`config.mk`:
```
export PLATFORM = sky130hd
export DESIGN_NAME = clkmux_cram_writer
export DESIGN_NICKNAME = d
export VERILOG_FILES = /design/src/rtl/clkmux_cram_writer_pkg.sv /design/src/rtl/clkmux_cram_pulse_cnt.sv /design/src/rtl/clkmux_cram_writer.sv
export SDC_FILE = /design/constraint.sdc
export NUM_CORES = 1
export LEC_CHECK = 0
export ABC_AREA = 1
export CAP_MARGIN = 20
export CORE_MARGIN = 10
export CORE_UTILIZATION = 38
export DETAILED_ROUTE_END_ITERATION = 7
export PLACE_DENSITY = 0.73
export SYNTH_ARGS = -nofsm -noshare
export SYNTH_HDL_FRONTEND = slang
export SYNTH_SLANG_ARGS = --single-unit
```
`constraint.sdc`:
```
create_clock -name clk -period 1.2 [get_ports clk]
set_clock_uncertainty 0.1 [all_clocks]
set_input_delay 0.24 -clock clk [delete_from_list [all_inputs] [get_ports clk]]
set_output_delay 0.24 -clock clk [all_outputs]
set_load 0.01 [all_outputs]
```
`src/rtl/clkmux_cram_writer_pkg.sv`:
```
// Shared types and constants for the clock-mux CRAM writer: FSM states,
// 2x2 array geometry and default pulse lengths.
package clkmux_cram_writer_pkg;

   typedef enum logic [2:0] {
      ST_IDLE   = 3'd0,
      ST_CLR    = 3'd1,
      ST_SETUP  = 3'd2,
      ST_STROBE = 3'd3,
      ST_HOLD   = 3'd4,
      ST_DONE   = 3'd5
   } state_e;

   localparam int ROWS        = 2;
   localparam int COLS        = 2;
   localparam int CNT_W       = 4;
   localparam int CFG_W       = 8;
   localparam int CLR_CYC_DEF = 4;
   localparam int WL_CYC_DEF  = 3;

   // Bit-line image for one row: {right col1, right col0, left col1, left col0}.
   function automatic logic [2*COLS-1:0] row_bits(input logic [CFG_W-1:0] cbits,
                                                 input logic row);
      return row ? {cbits[7:6], cbits[3:2]} : {cbits[5:4], cbits[1:0]};
   endfunction

endpackage

```
`src/rtl/clkmux_cram_pulse_cnt.sv`:
```
// Loadable down-counter with terminal-count flag; times the clear and
// word-line pulse durations.
module clkmux_cram_pulse_cnt
   import clkmux_cram_writer_pkg::*;
(
   input  logic             clk,
   input  logic             rst,
   input  logic             load,
   input  logic [CNT_W-1:0] load_val,
   input  logic             dec,
   output logic             tc
);

   logic [CNT_W-1:0] count;

   always_ff @(posedge clk) begin
      if (rst) begin
         count <= '0;
      end else if (load) begin
         count <= load_val;
      end else if (dec && (count != '0)) begin
         count <= count - 1'b1;
      end
   end

   assign tc = (count == '0);

endmodule

```
`src/rtl/clkmux_cram_writer.sv`:
```
// Programs the left/right 2x2 CRAM cells of a clock mux: clear, then per row
// drive bit-lines and strobe the word-line, then release the output gates.
// Handshake: cfg_data is taken on a rising edge where cfg_valid && cfg_ready;
// cfg_ready is high only in IDLE, so offers made while busy are ignored.
module clkmux_cram_writer
   import clkmux_cram_writer_pkg::*;
#(
   parameter int CLR_CYC = CLR_CYC_DEF,
   parameter int WL_CYC  = WL_CYC_DEF
) (
   input  logic                clk,
   input  logic                rst,
   input  logic                cfg_valid,
   input  logic [CFG_W-1:0]    cfg_data,
   output logic                cfg_ready,
   output logic                busy,
   output logic                done,
   output logic                prog,
   output logic [2*COLS-1:0]   bl,
   output logic                bl_oe,
   output logic [ROWS-1:0]     wl_l,
   output logic [ROWS-1:0]     wl_r,
   output logic [ROWS-1:0]     reset_l,
   output logic [ROWS-1:0]     reset_r,
   output logic [ROWS-1:0]     pgate_l,
   output logic [ROWS-1:0]     pgate_r,
   output logic [ROWS-1:0]     vdd_cntl_l,
   output logic [ROWS-1:0]     vdd_cntl_r,
   output logic [2:0]          state_dbg
);

   localparam logic [CNT_W-1:0] CLR_LOAD = CNT_W'(CLR_CYC - 1);
   localparam logic [CNT_W-1:0] WL_LOAD  = CNT_W'(WL_CYC - 1);

   state_e           state, state_n;
   logic [CFG_W-1:0] cfg_q;
   logic             row_q;
   logic             capture, row_adv;
   logic             cnt_load, cnt_dec, cnt_tc;
   logic [CNT_W-1:0] cnt_val;

   clkmux_cram_pulse_cnt u_cnt (
      .clk      (clk),
      .rst      (rst),
      .load     (cnt_load),
      .load_val (cnt_val),
      .dec      (cnt_dec),
      .tc       (cnt_tc)
   );

   always_ff @(posedge clk) begin
      if (rst) begin
         state <= ST_IDLE;
         cfg_q <= '0;
         row_q <= 1'b0;
      end else begin
         state <= state_n;
         if (capture) begin
            cfg_q <= cfg_data;
            row_q <= 1'b0;
         end else if (row_adv) begin
            row_q <= 1'b1;
         end
      end
   end

   // Counter is loaded with N-1 on entry so a state lasts exactly N cycles.
   always_comb begin
      state_n  = state;
      capture  = 1'b0;
      row_adv  = 1'b0;
      cnt_load = 1'b0;
      cnt_dec  = 1'b0;
      cnt_val  = CLR_LOAD;
      case (state)
         ST_IDLE: begin
            if (cfg_valid) begin
               capture  = 1'b1;
               cnt_load = 1'b1;
               state_n  = ST_CLR;
            end
         end
         ST_CLR: begin
            if (cnt_tc) state_n = ST_SETUP;
            else        cnt_dec = 1'b1;
         end
         ST_SETUP: begin
            cnt_load = 1'b1;
            cnt_val  = WL_LOAD;
            state_n  = ST_STROBE;
         end
         ST_STROBE: begin
            if (cnt_tc) state_n = ST_HOLD;
            else        cnt_dec = 1'b1;
         end
         ST_HOLD: begin
            if (!row_q) begin
               row_adv = 1'b1;
               state_n = ST_SETUP;
            end else begin
               state_n = ST_DONE;
            end
         end
         ST_DONE: state_n = ST_IDLE;
         default: state_n = ST_IDLE;
      endcase
   end

   logic drive_bl;
   logic [ROWS-1:0] wl_row;

   always_comb begin
      drive_bl = (state == ST_SETUP) || (state == ST_STROBE) || (state == ST_HOLD);
      wl_row   = row_q ? 2'b10 : 2'b01;
   end

   assign cfg_ready  = (state == ST_IDLE);
   assign busy       = (state != ST_IDLE);
   assign prog       = busy;
   assign done       = (state == ST_DONE);
   assign bl_oe      = drive_bl;
   assign bl         = drive_bl ? row_bits(cfg_q, row_q) : '0;
   assign wl_l       = (state == ST_STROBE) ? wl_row : '0;
   assign wl_r       = (state == ST_STROBE) ? wl_row : '0;
   assign reset_l    = (state == ST_CLR) ? '1 : '0;
   assign reset_r    = (state == ST_CLR) ? '1 : '0;
   // Output gates open whenever the cells hold a stable image.
   assign pgate_l    = ((state == ST_IDLE) || (state == ST_DONE)) ? '1 : '0;
   assign pgate_r    = pgate_l;
   assign vdd_cntl_l = '0;
   assign vdd_cntl_r = '0;
   assign state_dbg  = state;

endmodule

```
After elaboration in Yosys (flattened, before gate mapping)
Cells that the tools add are included.
W data, S select, Z words.
- register bits: 16
- memory bits (read-only): 0
- input port bits: 11
- latch bits: 0
- word-level logic and storage cells: 46
- RAM bits: 0
- memories: 0
- multiplexer cells: 21
- reductions and logical operators: 12
- equal/unequal tests: 8
- div/mod/pow operators: 0
- order comparisons: 0
- shift-type cells: 0
- add/sub/neg operators: 1
- multipliers: 0
- bitwise operators: 0
- operators with widths (cell ; count):
    $mux W4 ; 4
    $pmux W3 S5 ; 1
    $mux W3 ; 4
    $mux W2 ; 4
    $mux W1 ; 7
    $eq A3 B2 Y1 const B ; 2
    $eq A3 B3 Y1 const B ; 2
    $ne A2 B2 Y1 const B ; 3
    $logic_not A4 Y1 ; 1
    $reduce_bool A4 Y1 ; 1
    $reduce_or A2 Y1 ; 2
    $sub A4 B1 Y4 const B ; 1
    $eq A3 B1 Y1 const B ; 1
    $logic_not A3 Y1 ; 1
    $logic_or A1 B1 Y1 ; 3
    $reduce_and A3 Y1 ; 1
    $reduce_bool A3 Y1 ; 1
    $pmux W1 S2 ; 1
    $reduce_bool A2 Y1 ; 1
    $logic_and A1 B1 Y1 ; 1

Longest topological paths before layout
- depth after elaboration: 6
- mapped depth: 8
- mapped depth without buffers: 8

Cells and area by module
Synthesis repeated with hierarchy kept, for this count alone.
- cells, all modules: 148
- area total of the unflattened synthesis: 994.7 µm²
- modules (own cells, without submodules) (module ; times used ; cells an instance ; seq. area each (µm²) ; area each (µm²)):
    clkmux_cram_writer ; 1 ; 107 ; 240.2 ; 720.7
    clkmux_cram_pulse_cnt ; 1 ; 41 ; 80.1 ; 274.0

Worst setup path before layout
No wires, ideal clock.
- path kind: register to output
- start: reg state[2], in the netlist state_dbg[2]
- end: out pgate_l[1]
- buffers on the path: 1
- path slack: -0.467 ns
- data arrival time: 1.327 ns
- stages on the path, launching flop included: 4
- cell sequence: dfxtp_1 -> inv_2 -> o21ai_0 -> buf_4
- word-level cells in the longest chain between the ends: 3
- ends and longest elaborated chain (item ; RTL line ; source):
    from (decl) ; clkmux_cram_writer.sv:35 ; state_e state, state_n;
    from (signal assigned) ; clkmux_cram_writer.sv:57 ; state <= state_n;
    $eq A3 B3 Y1 or $logic_not A3 Y1 (tied branches) ; clkmux_cram_writer.sv:128 ; assign pgate_l = ((state == ST_IDLE) || (state == ST_DONE)) ? '1 : '0;
    $logic_or A1 B1 Y1 * ; clkmux_cram_writer.sv:128 ;
    $mux W2 * ; clkmux_cram_writer.sv:128 ;
    to (decl) ; clkmux_cram_writer.sv:25 ; output logic [ROWS-1:0] pgate_l,
Every way passes the cells marked *; elsewhere a longest branch is shown, timed or not.

Final worst setup path
- start: reg state[0], in the netlist state_dbg[0]
- end: out bl[1]
- word-level cells in the longest chain between the ends: 4
- ends and longest elaborated chain (item ; RTL line ; source):
    $eq A3 B2 Y1 ; clkmux_cram_writer.sv:113 ; drive_bl = (state == ST_SETUP) || (state == ST_STROBE) || (state == ST_HOLD);
    $logic_or A1 B1 Y1 ; clkmux_cram_writer.sv:113 ;
    $logic_or A1 B1 Y1 * ; clkmux_cram_writer.sv:113 ;
    $mux W4 * ; clkmux_cram_writer.sv:122 ; assign bl = drive_bl ? row_bits(cfg_q, row_q) : '0;
    to (decl) ; clkmux_cram_writer.sv:19 ; output logic [2*COLS-1:0] bl,
Marks and branches as above.

==> flow_summary.ini <==
[clock_tree]
root_buffer = clkbuf_4
cts_buffers = 3
ctsHoldBuffers = 0
clk_pin_slew_worst_paths_ps = 100
cts_tree = yes
htree_levels = 1
cts.sinks = 16
clkLatencyLatePin_ps = 290
clk_path_buf_depth = 2

[timing]
hold_viol_final = 0
fin_crit_sh_pct = 136
fmax_mhz = 615
period_minus_slack_ps = 1630
post-route-worst-setup-slack_ps = -426
rsz0062_at_grt = true
slew_viol_final = 0
fin_tns_setup_ps = -10880
finalSetupViolations = 40

[global_route]
grt_remaining_overflow = 0
track_usage_pct = 13.1
grt_max_degree = 12
grt_pass1_vias = 1184
antenna_found_initial = 0
grt_pass1_wl_mm = 5.42

[pwr]
ir_drop_v = 0.00107
p_per_area_nw_per_um2 = 1440
p_leak_nw = 0.836

[die]
placementRows = 17
core-area_um2 = 2280
io_pins = 39
design.die.area_um2 = 4870
start_util_pct = 41.4
die_x_um = 69.8
die_y_um = 69.8

[worst_setup_path]
critPathKind = register to output port
critPathArrivalTime_ps = 1290
critPathMaxFanout = 4
start_kind = register
required_ps = 860
end_kind = output port
crit_start = state_dbg[0]
rr_startpoint = state_dbg[2]
ff2ff_path_depth = 7

[final_layout]
area_growth_pct = 99.6
antenna_cells = 0
nNetsFinal = 213
final_area_um2 = 1880
fin_util_pct = 82.6
drive_gt1_share_pct = 63.0
final_cell_mix = 32 x buf_6, 23 x buf_4, 13 x a21oi_2, 13 x nand3_1, 11 x inv_1
nFillCells = 142
final_common_cell = buf_6

[logic_synthesis]
syn_area_per_cell_um2 = 6.88
synth.distinct_cells = 22
ys.warnings.count = 0
yosysSeqAreaShare_pct = 34.0
ys_ff_latch = 16
syn_area_um2 = 942
synth_cells = 137

[routing]
first_pass_iters = 4
drt_iter0_markers = 55
ant_nets = 0
wl_mm = 4.00
avgRoutedWirePerCell_um = 17.5
vias = 1196
drcViolationCount = 0
viasPerCell = 5.25

[placed_design]
numPortBuffers = 34
place_ws_ps = -592
gp_congestion = 0.883
hpwl_mm = 2.32
place_area_um2 = 1500

[run_status]
outcome = finished with violations
violations = setup timing

[run]
cap_violations = 0

[worst_hold_path]
min_from = cfg_q[7]
hold-path-cell-count = 2
hold_class = register to register
==> cell type report <==
type	count	area [µm²]	share of cell area [%]
multi-input cells	89	697	37.1
repair buffers	71	692	36.8
flip-flops and latches	16	338	18.0
inverters	20	92.6	4.92
well taps	28	35.0	1.86
clock buffers	3	22.5	1.20
clock inverters	1	3.75	0.200
==> report_power, final <==
part           internal, W  switching [W]
clock             0.000121       0.000175
combinational     0.000871       0.000867
sequential        0.000607      0.0000619
==> final timing paths <==
kind / to / slack (ps)
hold / removal: cfg_q[7] / 390
setup reg to reg: u_cnt.count[0] / -250
hold reg to reg: cfg_q[7] / 390
setup / recovery: bl[1] / -430
==> logic make-up (layout without fill, tap and decap cells) <==
logic type / Yosys count / in the layout / share of synthesized area (%)
simple gates: 56 / 57 / 28.0
buf+inv: 36 / 95 / 20.3
flops: 16 / 16 / 34.0
compound gates: 27 / 27 / 15.9
other cells: 1 / 4 / 0.398
fa+ha+maj: 1 / 1 / 1.33
==> per-stage QoR <==
| stage | hold slack (ps) | std cells | total power [W] |
|---|---|---|---|
| after floorplan | 305 | 140 | 0.00136 |
| after global placement | 350 | 216 | 0.00183 |
| after detailed placement | 358 | 216 | 0.00187 |
| after CTS | 372 | 226 | 0.00240 |
| after global routing | 409 | 228 | 0.00283 |
| final | 391 | 228 | 0.00270 |
==> state kept, by name, indices dropped and copies added, names as in the netlist <==
register,count
state_dbg,3
u_cnt.count,4
cfg_q,8
row_q,1
==> Yosys cell counts <==
library cell | instances | area (µm²)
inv_1 | 17 | 63.8
nor2_1 | 17 | 63.8
a21oi_1 | 16 | 80.1
dfxtp_1 | 16 | 320
nand2_1 | 16 | 60.1
nand3_1 | 16 | 80.1
buf_4 | 13 | 97.6
o21ai_0 | 6 | 30.0
inv_2 | 3 | 11.3
a21oi_2 | 2 | 17.5
clkbuf_1 | 2 | 7.51
nand2_2 | 2 | 12.5
nor2_4 | 2 | 22.5
a211oi_1 | 1 | 7.51
buf_6 | 1 | 11.3
conb_1 | 1 | 3.75
ha_1 | 1 | 12.5
nand2_4 | 1 | 11.3
nand3b_1 | 1 | 7.51
nand4_1 | 1 | 6.26
o211ai_1 | 1 | 7.51
o21bai_1 | 1 | 7.51
==> critical path, stage by stage, from the launching register on <==
cell	delay [ps]
dfxtp_4	390
inv_8	50
nand2_8	80
nor2_4	30
a21oi_2	140
buf_6	140
nor2_2	40
buf_2	140
==> layer usage <==
layer	track usage, %	share of wire [%]	up-vias
met5	0	0	-
met4	4.78	3.8	0
met3	3.71	6.3	16
met2	24.4	52	66
met1	13.4	38	558
li1	-	-	556
==> timing repair <==
item / in CTS / in global routing
gates resized for setup: 155 / 41
gates cloned: 1 / 0
pin swaps: 9 / 11
hold endpoints to repair: 0 / 0
endpoints found under the setup margin: 40 / 39
buffers inserted: 5 / 2
No activity file was read; power rests on OpenSTA's default activity.
